File: config.mk
export PLATFORM = sky130hd
export DESIGN_NAME = ps2_packet_receiver
export DESIGN_NICKNAME = d
export VERILOG_FILES = /design/src/rtl/ps2_pkg.sv /design/src/rtl/ps2_sync_edge.sv /design/src/rtl/ps2_packet_receiver.sv
export SDC_FILE = /design/constraint.sdc
export NUM_CORES = 1
export LEC_CHECK = 0
export BUFFER_PORTS_ARGS = -buffer_cell sky130_fd_sc_hd__buf_2
export CAP_MARGIN = 10
export CORE_UTILIZATION = 45
export CTS_BUF_LIST = sky130_fd_sc_hd__clkbuf_2
export DETAILED_ROUTE_END_ITERATION = 16
export GPL_ROUTABILITY_DRIVEN = 0
export PLACE_DENSITY = 0.64
export SYNTH_ARGS = -nofsm -noshare
export SYNTH_HDL_FRONTEND = slang
export SYNTH_SLANG_ARGS = --single-unit
export TNS_END_PERCENT = 100
File: constraint.sdc
create_clock -name clk -period 4.8 [get_ports clk]
set_input_delay 0.72 -clock clk [delete_from_list [all_inputs] [get_ports clk]]
set_output_delay 0.72 -clock clk [all_outputs]
set_load 0.005 [all_outputs]
File: src/rtl/ps2_pkg.sv
// Shared definitions for the PS/2 packet receiver: FSM states, frame layout
// constants and the odd-parity helper.
package ps2_pkg;

    typedef enum logic [1:0] {
        IDLE,
        DATA,
        CHECK
    } state_e;

    localparam int   FRAME_BITS = 11;
    localparam logic START_BIT  = 1'b0;
    localparam logic STOP_BIT   = 1'b1;

    // True when data plus parity bit carry an odd number of ones.
    function automatic logic odd_parity_ok(input logic [7:0] data, input logic par);
        return ^{data, par};
    endfunction

endpackage

File: src/rtl/ps2_sync_edge.sv
// Two-flop synchroniser for the PS/2 clock and data lines plus a one-cycle
// strobe when the synchronised PS/2 clock falls.
module ps2_sync_edge (
    input  logic clk,
    input  logic reset_n,
    input  logic ps2_clk_i,
    input  logic ps2_data_i,
    output logic fall_o,
    output logic data_o
);

    logic [2:0] clk_sync_q;
    logic [1:0] data_sync_q;

    // NOTE: non-blocking assignments make every stage take its neighbour's previous value, forming a true shift chain.
    always_ff @(posedge clk) begin
        if (!reset_n) begin
            clk_sync_q  <= '1;
            data_sync_q <= '1;
        end else begin
            clk_sync_q  <= {clk_sync_q[1:0], ps2_clk_i};
            data_sync_q <= {data_sync_q[0], ps2_data_i};
        end
    end

    assign fall_o = clk_sync_q[2] & ~clk_sync_q[1];
    assign data_o = data_sync_q[1];

endmodule

File: src/rtl/ps2_packet_receiver.sv
// PS/2 receiver that assembles PKT_BYTES good frames into one packet with a
// valid/ready output. Define PS2_RX_TIMEOUT_EN to enable the inter-edge timeout.
module ps2_packet_receiver
    import ps2_pkg::*;
#(
    parameter int PKT_BYTES      = 3,
    parameter int TIMEOUT_CYCLES = 200000
) (
    input  logic                   clk,
    input  logic                   reset_n,
    input  logic                   ps2_clk,
    input  logic                   ps2_data,
    output logic [8*PKT_BYTES-1:0] pkt_data,
    output logic                   pkt_valid,
    input  logic                   pkt_ready,
    output logic                   frame_err,
    output logic                   overrun,
    output logic                   timeout
);

    localparam int PW  = 8 * PKT_BYTES;
    localparam int BCW = (PKT_BYTES > 1) ? $clog2(PKT_BYTES) : 1;

    generate
        if (PKT_BYTES < 1 || PKT_BYTES > 8 || TIMEOUT_CYCLES < 1) begin : g_bad_params
            $error("ps2_packet_receiver: PKT_BYTES must be 1..8 and TIMEOUT_CYCLES >= 1");
        end
    endgenerate

    logic fall;
    logic sdata;

    ps2_sync_edge u_sync (
        .clk        (clk),
        .reset_n    (reset_n),
        .ps2_clk_i  (ps2_clk),
        .ps2_data_i (ps2_data),
        .fall_o     (fall),
        .data_o     (sdata)
    );

    state_e          state_q;
    logic [3:0]      bit_cnt_q;
    logic [9:0]      frame_q;      // d0..d7, parity, stop once the frame is in
    logic [BCW-1:0]  byte_cnt_q;
    logic [PW-1:0]   pkt_sr_q;
    logic [PW-1:0]   pkt_data_q;
    logic            pkt_valid_q;
    logic            frame_err_q;
    logic            overrun_q;

    logic [PW-1:0]   pkt_next_d;
    logic            frame_good_d;
    logic            last_byte_d;

    assign pkt_next_d   = (pkt_sr_q << 8) | PW'(frame_q[7:0]);
    assign frame_good_d = odd_parity_ok(frame_q[7:0], frame_q[8]) && (frame_q[9] == STOP_BIT);
    assign last_byte_d  = (byte_cnt_q == BCW'(PKT_BYTES - 1));

`ifdef PS2_RX_TIMEOUT_EN
    localparam int TCW = $clog2(TIMEOUT_CYCLES + 1);

    logic [TCW-1:0] to_cnt_q;
    logic           timeout_q;
    logic           to_hit_d;

    assign to_hit_d = (to_cnt_q == TCW'(TIMEOUT_CYCLES));
    assign timeout  = timeout_q;
`else
    assign timeout  = 1'b0;
`endif

    always_ff @(posedge clk) begin
        if (!reset_n) begin
            state_q     <= IDLE;
            bit_cnt_q   <= '0;
            frame_q     <= '0;
            byte_cnt_q  <= '0;
            pkt_sr_q    <= '0;
            pkt_data_q  <= '0;
            pkt_valid_q <= 1'b0;
            frame_err_q <= 1'b0;
            overrun_q   <= 1'b0;
`ifdef PS2_RX_TIMEOUT_EN
            to_cnt_q    <= '0;
            timeout_q   <= 1'b0;
`endif
        end else begin
            frame_err_q <= 1'b0;
            overrun_q   <= 1'b0;
            if (pkt_valid_q && pkt_ready) begin
                pkt_valid_q <= 1'b0;
            end
`ifdef PS2_RX_TIMEOUT_EN
            timeout_q <= 1'b0;
            if (fall) begin
                to_cnt_q <= '0;
            end else if (state_q == DATA || (state_q == IDLE && byte_cnt_q != '0)) begin
                to_cnt_q <= to_cnt_q + 1'b1;
            end
`endif
            case (state_q)
                IDLE: begin
                    if (fall && sdata == START_BIT) begin
                        state_q   <= DATA;
                        bit_cnt_q <= 4'd1;
                    end
                end
                DATA: begin
                    if (fall) begin
                        frame_q <= {sdata, frame_q[9:1]};
                        if (bit_cnt_q == 4'(FRAME_BITS - 1)) begin
                            state_q   <= CHECK;
                            bit_cnt_q <= '0;
                        end else begin
                            bit_cnt_q <= bit_cnt_q + 1'b1;
                        end
                    end
                end
                CHECK: begin
                    state_q <= IDLE;
                    if (!frame_good_d) begin
                        frame_err_q <= 1'b1;
                        byte_cnt_q  <= '0;
                        pkt_sr_q    <= '0;
                    end else if (last_byte_d) begin
                        byte_cnt_q <= '0;
                        pkt_sr_q   <= '0;
                        // A load wins over the handshake clear above, keeping pkt_valid high.
                        if (!pkt_valid_q || pkt_ready) begin
                            pkt_data_q  <= pkt_next_d;
                            pkt_valid_q <= 1'b1;
                        end else begin
                            overrun_q <= 1'b1;
                        end
                    end else begin
                        pkt_sr_q   <= pkt_next_d;
                        byte_cnt_q <= byte_cnt_q + 1'b1;
                    end
                end
                default: state_q <= IDLE;
            endcase
`ifdef PS2_RX_TIMEOUT_EN
            if (to_hit_d) begin
                timeout_q  <= 1'b1;
                state_q    <= IDLE;
                bit_cnt_q  <= '0;
                byte_cnt_q <= '0;
                pkt_sr_q   <= '0;
                to_cnt_q   <= '0;
            end
`endif
        end
    end

    assign pkt_data  = pkt_data_q;
    assign pkt_valid = pkt_valid_q;
    assign frame_err = frame_err_q;
    assign overrun   = overrun_q;

endmodule

After elaboration in Yosys (flattened, before gate mapping)
Cells that the tools add are included.
{ "word_totals": {"mem_bits_rw": 0, "n_memories": 0, "latchBits": 0, "elab_cells": 57, "output_inout_bits": 28, "ff_bits": 66, "rom_bits": 0, "inputBits": 5} }
{ "op_classes": {"n_mul": 0, "addsub": 2, "bitwise_logic": 4, "shifts": 0, "reduce_logical": 14, "div_mod_pow": 0, "n_lt_le_gt_ge": 0, "muxes": 19, "n_eq_ne": 7} }
{ "op_table": {"columns": ["cell", "n"], "rows": [
  ["$mux 16", 2],
  ["$or 24x8->24", 1],
  ["$mux 4", 3],
  ["$mux 2", 5],
  ["$reduce_xor 9->1", 1],
  ["$pmux 4 s2", 1],
  ["$reduce_and 4->1", 2],
  ["$mux 1", 7],
  ["$ne 2x2->1 const B", 3],
  ["$reduce_and 3->1", 2],
  ["$add 4x1->4 const B", 1],
  ["$eq 2x2->1 const B", 2],
  ["$eq 4x4->1 const B", 1],
  ["$pmux 2 s2", 1],
  ["$reduce_and 2->1", 2],
  ["$logic_and 1x1->1", 3],
  ["$add 2x1->2 const B", 1],
  ["$eq 2x1->1 const B", 1],
  ["$logic_not 2->1", 1],
  ["$not 1->1", 2],
  ["$reduce_bool 2->1", 1],
  ["$and 1x1->1", 1],
  ["$logic_not 1->1", 1],
  ["$logic_or 1x1->1", 1]
]} }

Depth between registers and ports, before layout
Gate-level depths: netlist of run 1.
{ "depth": {"word_depth": 6, "depth_mapped": 6, "ltp_nobuf": 6} }

Hierarchy
A second synthesis of run 1 with hierarchy kept.
{ "unflattened": {"cells_unflattened": 270, "area_unflattened_um2": 2600.0} }
{ "by_module_without_submodules": {"columns": ["module", "seq_area_each_um2", "n_inst", "cells_each", "area_each_um2"], "rows": [
  ["ps2_packet_receiver", 1221.2, 1, 259, 2462.4],
  ["ps2_sync_edge", 100.1, 1, 11, 137.6]
]} }

Worst setup path after synthesis of run 1
No wires, ideal clock.
{ "synth_path": {"path_kind": "input-to-reg", "from": "input port reset_n", "to": "register pkt_data_q[10], in the netlist pkt_data[10]", "arrival_time_ps": 1954, "t_required_ps": 4728, "slack_ps": 2775, "setup_ps": 72, "path_buffers": 3, "path_stages": 5, "path_cell_list": "clkbuf_1 -> clkbuf_8 -> dlygate4sd3_1 -> nand2_1 -> mux2i_1"} }
{ "synth_rtl": {"columns": ["item", "line_no", "rtl"], "rows": [
  ["start: declaration", "ps2_packet_receiver.sv:10", "input logic reset_n,"],
  ["end signal: assignment", "ps2_packet_receiver.sv:131", "pkt_data_q <= pkt_next_d;"],
  ["end: declaration", "ps2_packet_receiver.sv:47", "logic [PW-1:0] pkt_data_q;"]
]} }

Worst setup path after layout of run 1
{ "layout_path": {"from": "register frame_q[4]", "to": "register pkt_data_q[3], in the netlist pkt_data[3]"} }
{ "layout_between": {"elab_chain_len": 3} }
{ "layout_lines": {"columns": ["item", "line_no", "rtl"], "rows": [
  ["start: declaration", "ps2_packet_receiver.sv:44", "logic [9:0] frame_q;"],
  ["start signal: assignment", "ps2_packet_receiver.sv:111", "frame_q <= {sdata, frame_q[9:1]};"],
  ["$reduce_xor 9->1", "ps2_pkg.sv:17", "return ^{data, par};"],
  ["$logic_and 1x1->1", "ps2_packet_receiver.sv:57", "assign frame_good_d = odd_parity_ok(frame_q[7:0], frame_q[8]) && (frame_q[9] == STOP_BIT);"],
  ["$reduce_and 4->1 (no source line)", null, null]
]} }
Every way passes these cells.
A chain may end at the register's enable or synchronous reset.

==> metrics.md, run 1 <==
| Metric | Value |
|---|---|
| Crit. End Element | `flip-flop` |
| Synth area leaders | `dfxtp_1 50%, nand2_1 10%, mux2i_1 9.5%` |
| Final setup vio count | `0` |
| Slew Limit Headroom | `0.209` |
| WP data required | `~5.2 ns` |
| Compound-Gate Fraction of Synth Area | `0.0851` |
| Most frequent cells in the layout | `72 x nand2_1, 66 x dfxtp_1, 31 x buf_2` |
| Clk sinks | `66` |
| Hold path start | `ps2_data` |
| Post-route minimum period | `2.43 ns` |
| Synthesized flop and latch total | `66` |
| Hold path depth | `2` |
| Fillers | `about 540` |
| Placed cell count | `approximately 360` |
| Reg-to-Reg End | `pkt_data[3]` |
| Die Ht | `78.7 um` |
| Slew Limit Fails | `0` |
| Leak | `around 0.0012 uW` |
| Fmax | `roughly 400 MHz` |
| Nets | `304` |
| Clock slew at reported path FFs | `0.17 ns` |
| DRC | `0` |
| Via count | `1908` |
| Dpl hpwl | `between 3 and 4 mm` |
| CP Cell Sequence | `xor2_1 > xnor3_2 > mux2i_4 > mux2i_1` |
| Syn Nets | `approximately 280` |
| M1 wire length | `2.25 mm` |
| Hold Path Class | `in -> reg` |
| Slowest stage delay, CP | `between 0.9 and 1 ns` |
| Origin of the critical flop-to-flop path | `frame_q[4]` |
| Crit. Startpoint | `frame_q[4]` |
| Fin cells | `around 370` |
| Core region area | `0.00557 mm2` |
| Critical Path Source Type | `flip-flop` |
| Row count | `27` |
| CP arrival | `roughly 2.9 ns` |
| Resized cells post-CTS | `0` |
| Routed vias/inst | `roughly 5` |
| Setup TNS | `0 ns` |
| Top sig layer | `met4` |
| Synth Warn # | `0` |
| H-tree levels | `3` |
| Register area share after synthesis | `0.499` |
| Worst Skew | `roughly 0.023 ns` |
| Global-route wire length before repair | `a little over 8 mm` |
| CTS tree | `done` |
| Adder-Cell Fraction of Synth Area | `0.00946` |
| Worst VDD drop | `approximately 0.00017 V` |
| Pin count of the biggest net entering global routing | `60` |
| Syn Inst Count | `270` |
| Root Driver | `clkbuf_2` |
| Largest family of logic cells by synthesized area | `simple AND/OR/NAND/NOR gates` |
| Avg WL per Cell | `about 13 um` |
| Slowest CP cell | `mux2i_4` |
| Cell variety after synth | `43` |
| DR pass1 iterations | `4` |
| Worst Path Max Fanout | `24` |
| Crit share post-route | `0.507` |
| Ports | `33` |
| Routed wl met3 | `around 170 um` |
| Area share of the leading cell type in the synthesized netlist | `0.499` |
| Tot GR Track Use | `0.171` |
| Worst R2R Path Depth | `4` |
| Area growth, synth to finish | `9.22%` |
| Post-Synth Simple-Gate Area | `0.197` |
| Share of synthesized area spent on multiplexers | `0.108` |
| Max cap viols | `0` |
| Antenna violations before repair | `0` |
| Die width | `approximately 79 um` |
| DRT antenna net count | `0` |
| Reg2reg setup slack | `between 2 and 2.5 ns` |
| Measured slew at the worst slew-check pin | `between 1 and 1.5 ns` |
| Port Buffers | `31` |
| Area leader, netlist | `dfxtp_1` |
| Synthesized cell area | `approximately 0.0026 mm2` |
| Ant. Diodes | `0` |
| Crit Path Class | `reg -> reg` |
| Power Density | `324 mW/mm2` |
| Status | `completed` |
| Hold Fails Final Rpt | `0` |
| Max clock buf depth | `2` |
| Final wirelength | `around 4.8 mm` |
| Num CTS Buffers | `9` |
| Initial Util | `0.475` |
| CTS Hold Bufs | `0` |
| Most common cell after layout, fill and taps aside | `nand2_1` |
| DIE AREA | `~0.0062 mm2` |
| Vias in the first global route | `approximately 1800` |
| Remaining Overflow, GRT | `0` |
| DR WL met2 | `around 2.3 mm` |
| RSZ-0062 raised after global routing | `no` |
| Mean post-synth cell area | `about 10 um2` |
| Clk Latency, worst-skew pair | `roughly 0.5 ns` |
| Synth Area in XOR/XNOR | `0.0402` |
| Hold EP | `u_sync.data_sync_q[0]` |
| Layout cell share with drive strength beyond 1 | `0.185` |
| Drt first-iter violations | `68` |
| Setup Buffers After CTS | `0` |
## worst max-delay path, delay by kind of cell, from the launching register on
family | cells | cell delay, ns
XOR/XNOR | 2 | 0.70
flip-flops | 1 | 0.44
multiplexers | 2 | 1.22
## report_power, final
| group | internal [uW] | leakage (uW) | switching (uW) | total [uW] |
|---|---|---|---|---|
| clock | 171 | 0.0000760 | 198 | 369 |
| sequential | 551 | 0.000532 | 0.847 | 551 |
| combinational | 3.41 | 0.000635 | 11.6 | 15.0 |
## per-layer routing
layer  GRT usage  vias up
li1            -      976
met1       0.194      890
met3      0.0593        8
met4      0.0833        0
met5           0        -
met2       0.285       34
## logic make-up after synthesis
family / after synthesis
and+or+nand+nor: 110
buffers and inverters: 19
AOI/OAI and AO/OA: 38
adders and majority gates: 2
muxes: 27
other: 1
DFF: 66
xor gates and xnor gates: 7
## through the flow
stage	cell area (um2)	utilization	setup slack [ns]	power, uW	hold slack [ns]
2_1_floorplan	2650	-	2.77	578	0.386
3_3_place_gp	2750	0.494	2.37	578	0.391
3_5_place_dp	2750	0.494	2.31	578	0.395
4_1_cts	2890	0.519	2.36	949	0.353
5_1_grt	2890	0.519	2.21	978	0.344
6_report	2890	0.519	2.37	936	0.401
## registers in the layout, indices dropped and copies added, names as in the netlist, 2 cells and up
name                count
bit_cnt_q               4
byte_cnt_q              2
frame_q                10
pkt_data               24
pkt_sr_q               16
state_q                 2
u_sync.clk_sync_q       3
u_sync.data_sync_q      2
## final cells by class
type                    count  area, um2  area share
clock buffers               9       45.0      0.0156
clock inverters             7       92.6      0.0320
inverters                   3       11.3     0.00390
multi-input cells         185       1170       0.404
flip-flops and latches     66       1320       0.457
well taps                  72       90.1      0.0312
repair buffers             32        163      0.0563
## how the worst max path moves through the flow
stage | endpoint | slack [ns] | cells after the start
6_report | pkt_data[3] | 2.37 | 4
5_1_grt | pkt_data[3] | 2.21 | 4
4_1_cts | pkt_data[11] | 2.36 | 4
3_5_place_dp | byte_cnt_q[0] | 2.31 | 4
3_3_place_gp | byte_cnt_q[0] | 2.37 | 4
2_1_floorplan | pkt_data[10] | 2.77 | 5
## cell usage after synthesis
library cell	number
clkinv_1	1
or2b_1	1
nor3b_1	1
clkbuf_8	2
and3b_1	1
buf_1	1
nor2b_1	2
nand3_1	3
a21oi_1	13
inv_1	2
mux2i_2	1
dfxtp_1	66
conb_1	1
nand2_1	72
buf_6	1
nor3_1	5
buf_12	2
or3b_2	1
or4_1	3
o21ai_0	4
or2_2	1
o41ai_1	1
dlygate4sd3_1	3
xor2_1	1
xnor3_2	2
nand2b_1	8
buf_4	2
o22ai_1	16
xnor2_1	3
nor4_2	1
a211oi_1	2
a211o_1	1
nor2_1	6
mux2i_4	1
nor4_4	1
ha_1	2
and2b_2	1
mux2i_1	25
and3_1	1
xor3_1	1
nand3b_1	2
clkbuf_1	5
o31ai_1	1
Note: power is estimated with default switching activity, not from simulation.
==> inputs of run 2 (changes only) <==
Settings changed: PLACE_DENSITY 0.64 to 0.67.
Clock period 4.8 ns to 2 ns, I/O delays scaled along.
==> run 2 against run 1 <==
Critical path type unchanged. Clock skew fell by 0.0017 ns. Critical endpoint unchanged. Fmax rose by 30%. Total power rose by 140%. Flip-flop and latch count did not move. Register-to-register slack got worse by 2.2 ns. Global-route usage fell by 0.15 points.
==> metrics.md, run 2 (synthesis results as in run 1) <==
| Metric | Value |
|---|---|
| Clock slew at reported path FFs | `approximately 0.18 ns` |
| Tot GR Track Use | `0.170` |
| Setup WS pre-CTS | `0.168 ns` |
| Global-route wire length before repair | `8.01 mm` |
| Slew Limit Fails | `0` |
| Dpl hpwl | `3.20 mm` |
| Top sig layer | `met4` |
| Row count | `27` |
| Setup TNS | `0 ns` |
| DIE AREA | `roughly 0.0062 mm2` |
| Routed wl met3 | `168 um` |
| Hold Path Class | `in -> reg` |
| Layout cell share with drive strength beyond 1 | `0.198` |
| Net Sw Frac | `0.215` |
| Leak | `around 0.0013 uW` |
| Avg WL per Cell | `12.5 um` |
| Final wirelength | `between 4 and 5 mm` |
| Clock power frac | `0.390` |
| Slew Limit Headroom | `0.646` |
| Origin of the critical flop-to-flop path | `frame_q[0]` |
| Via count | `around 1900` |
| Post-DP Area | `between 0.002 and 0.003 mm2` |
| Crit. End Element | `flip-flop` |
| M1 wire length | `roughly 2.1 mm` |
| CTS tree | `done` |
| Max clock buf depth | `2` |
| P_sw | `482 uW` |
| Slowest CP cell | `xor3_1` |
| CTS Hold Bufs | `2` |
| Root Driver | `clkbuf_2` |
| Most frequent cells in the layout | `72 x nand2_1, 66 x dfxtp_1, 31 x buf_2` |
| DR WL met2 | `around 2.4 mm` |
| Max FFs per register | `24` |
| Most common cell after layout, fill and taps aside | `nand2_1` |
| Seq pwr share | `0.591` |
| Reg-to-Reg End | `pkt_data[3]` |
| Port Buffers | `31` |
| RSZ-0062 raised after global routing | `no` |
| Internal Power | `roughly 1800 uW` |
| Routed vias/inst | `between 5 and 6` |
| Hold path depth | `3` |
| WP data required | `2.41 ns` |
| Vias in the first global route | `~1800` |
| Die Ht | `between 70 and 80 um` |
| Drt first-iter violations | `approximately 120` |
| Power Density | `around 760 mW/mm2` |
| Pwr Total | `2240 uW` |
| Hold path start | `reset_n` |
| Max cap viols | `0` |
| Num CTS Buffers | `9` |
| Crit Path Class | `reg -> reg` |
| CP Cell Sequence | `xor3_1 > nor4_2 > mux2i_4 > buf_12 > mux2i_1` |
| Critical Path Source Type | `flip-flop` |
| Status | `completed` |
| Initial Util | `0.475` |
| Hold_ws | `0.264 ns` |
| Nets | `310` |
| Combinational share of power | `0.019` |
| Clk sinks | `66` |
| Ports | `33` |
| Hold EP | `u_sync.clk_sync_q[1]` |
| Remaining Overflow, GRT | `0` |
| Core region area | `between 0.005 and 0.006 mm2` |
| Setup Buffers After CTS | `0` |
| DRC | `0` |
| DR pass1 iterations | `4` |
| Crit share post-route | `0.936` |
| Final setup vio count | `0` |
| Slowest stage delay, CP | `0.51 ns` |
| CP arrival | `around 2.3 ns` |
| Worst VDD drop | `~0.00058 V` |
| Hold Fails Final Rpt | `0` |
| Fin worst setup slack | `about 0.13 ns` |
| Ant. Diodes | `0` |
| Reg2reg setup slack | `between 0.1 and 0.15 ns` |
| Post-route minimum period | `about 1.9 ns` |
| Worst R2R Path Depth | `5` |
| Die width | `~80 um` |
| H-tree levels | `3` |
| Fmax | `around 530 MHz` |
| DRT antenna net count | `0` |
| Antenna violations before repair | `0` |
| Post-route cell area | `just under 0.003 mm2` |
| Worst Skew | `approximately 0.021 ns` |
| Clk Latency, worst-skew pair | `between 0.4 and 0.5 ns` |
| Worst Path Max Fanout | `24` |
| Measured slew at the worst slew-check pin | `0.528 ns` |
| Resized cells post-CTS | `0` |
| Pin count of the biggest net entering global routing | `59` |
| Area growth, synth to finish | `11.9%` |
==> run 2: cell types whose count changed in the layout (fill, tap and decap cells not counted), sizes merged <==
| cell | previous run | this run |
|---|---|---|
| clkinvlp | 2 | 0 |
| clkbuf | 9 | 11 |
| inv | 3 | 2 |
| buf | 32 | 36 |
| dlygate4sd3 | 0 | 2 |
| clkinv | 3 | 4 |
==> run 2: per-layer routing <==
layer / track usage / vias to the layer above
met1: 0.188 / 880
met4: 0.0500 / 0
li1: - / 994
met2: 0.296 / 29
met5: 0 / -
met3: 0.0698 / 4
==> run 2: worst max path at each step <==
stage               depth (start not counted)  slack, ns  startpoint            to
detailed placement                          5       0.17  frame_q[4]   pkt_data[1]
CTS                                         5       0.12  frame_q[0]   pkt_data[3]
global route                                5       0.01  frame_q[0]   pkt_data[4]
floorplan                                   5       0.23  frame_q[4]  pkt_data[10]
global placement                            5       0.22  frame_q[3]   pkt_data[6]
finish                                      5       0.13  frame_q[0]   pkt_data[3]
==> run 2: worst max-delay path, delay by kind of cell, from the launching register on <==
family | cells | cell delay (ns)
xor+xnor | 1 | 0.51
flops | 1 | 0.41
simple gates | 1 | 0.40
mux | 2 | 0.30
buf+inv | 1 | 0.19
==> run 2: cell type report <==
cell class	instances	area (um2)
repair buffers	38	238
well taps	72	90.1
inverters	3	11.3
multi-input cells	185	1170
fillers	522	2610
clock inverters	5	78.8
clock buffers	11	55.1
flip-flops and latches	66	1320
==> run 2: through the flow <==
| step | utilization | instances |
|---|---|---|
| after floorplan | - | 270 |
| after global placement | 0.504 | 362 |
| after detailed placement | 0.504 | 362 |
| after CTS | 0.531 | 380 |
| after global routing | 0.531 | 380 |
| final | 0.531 | 380 |
==> run 2: power groups by stage <==
stage / Combinational [uW] / Clock, uW / Sequential (uW)
global placement: 39.9 / 0 / 1350
floorplan: 36.9 / 0 / 1350
finish: 42.2 / 874 / 1320
global route: 47.6 / 970 / 1330
detailed placement: 39.8 / 0 / 1350
CTS: 43.0 / 908 / 1320
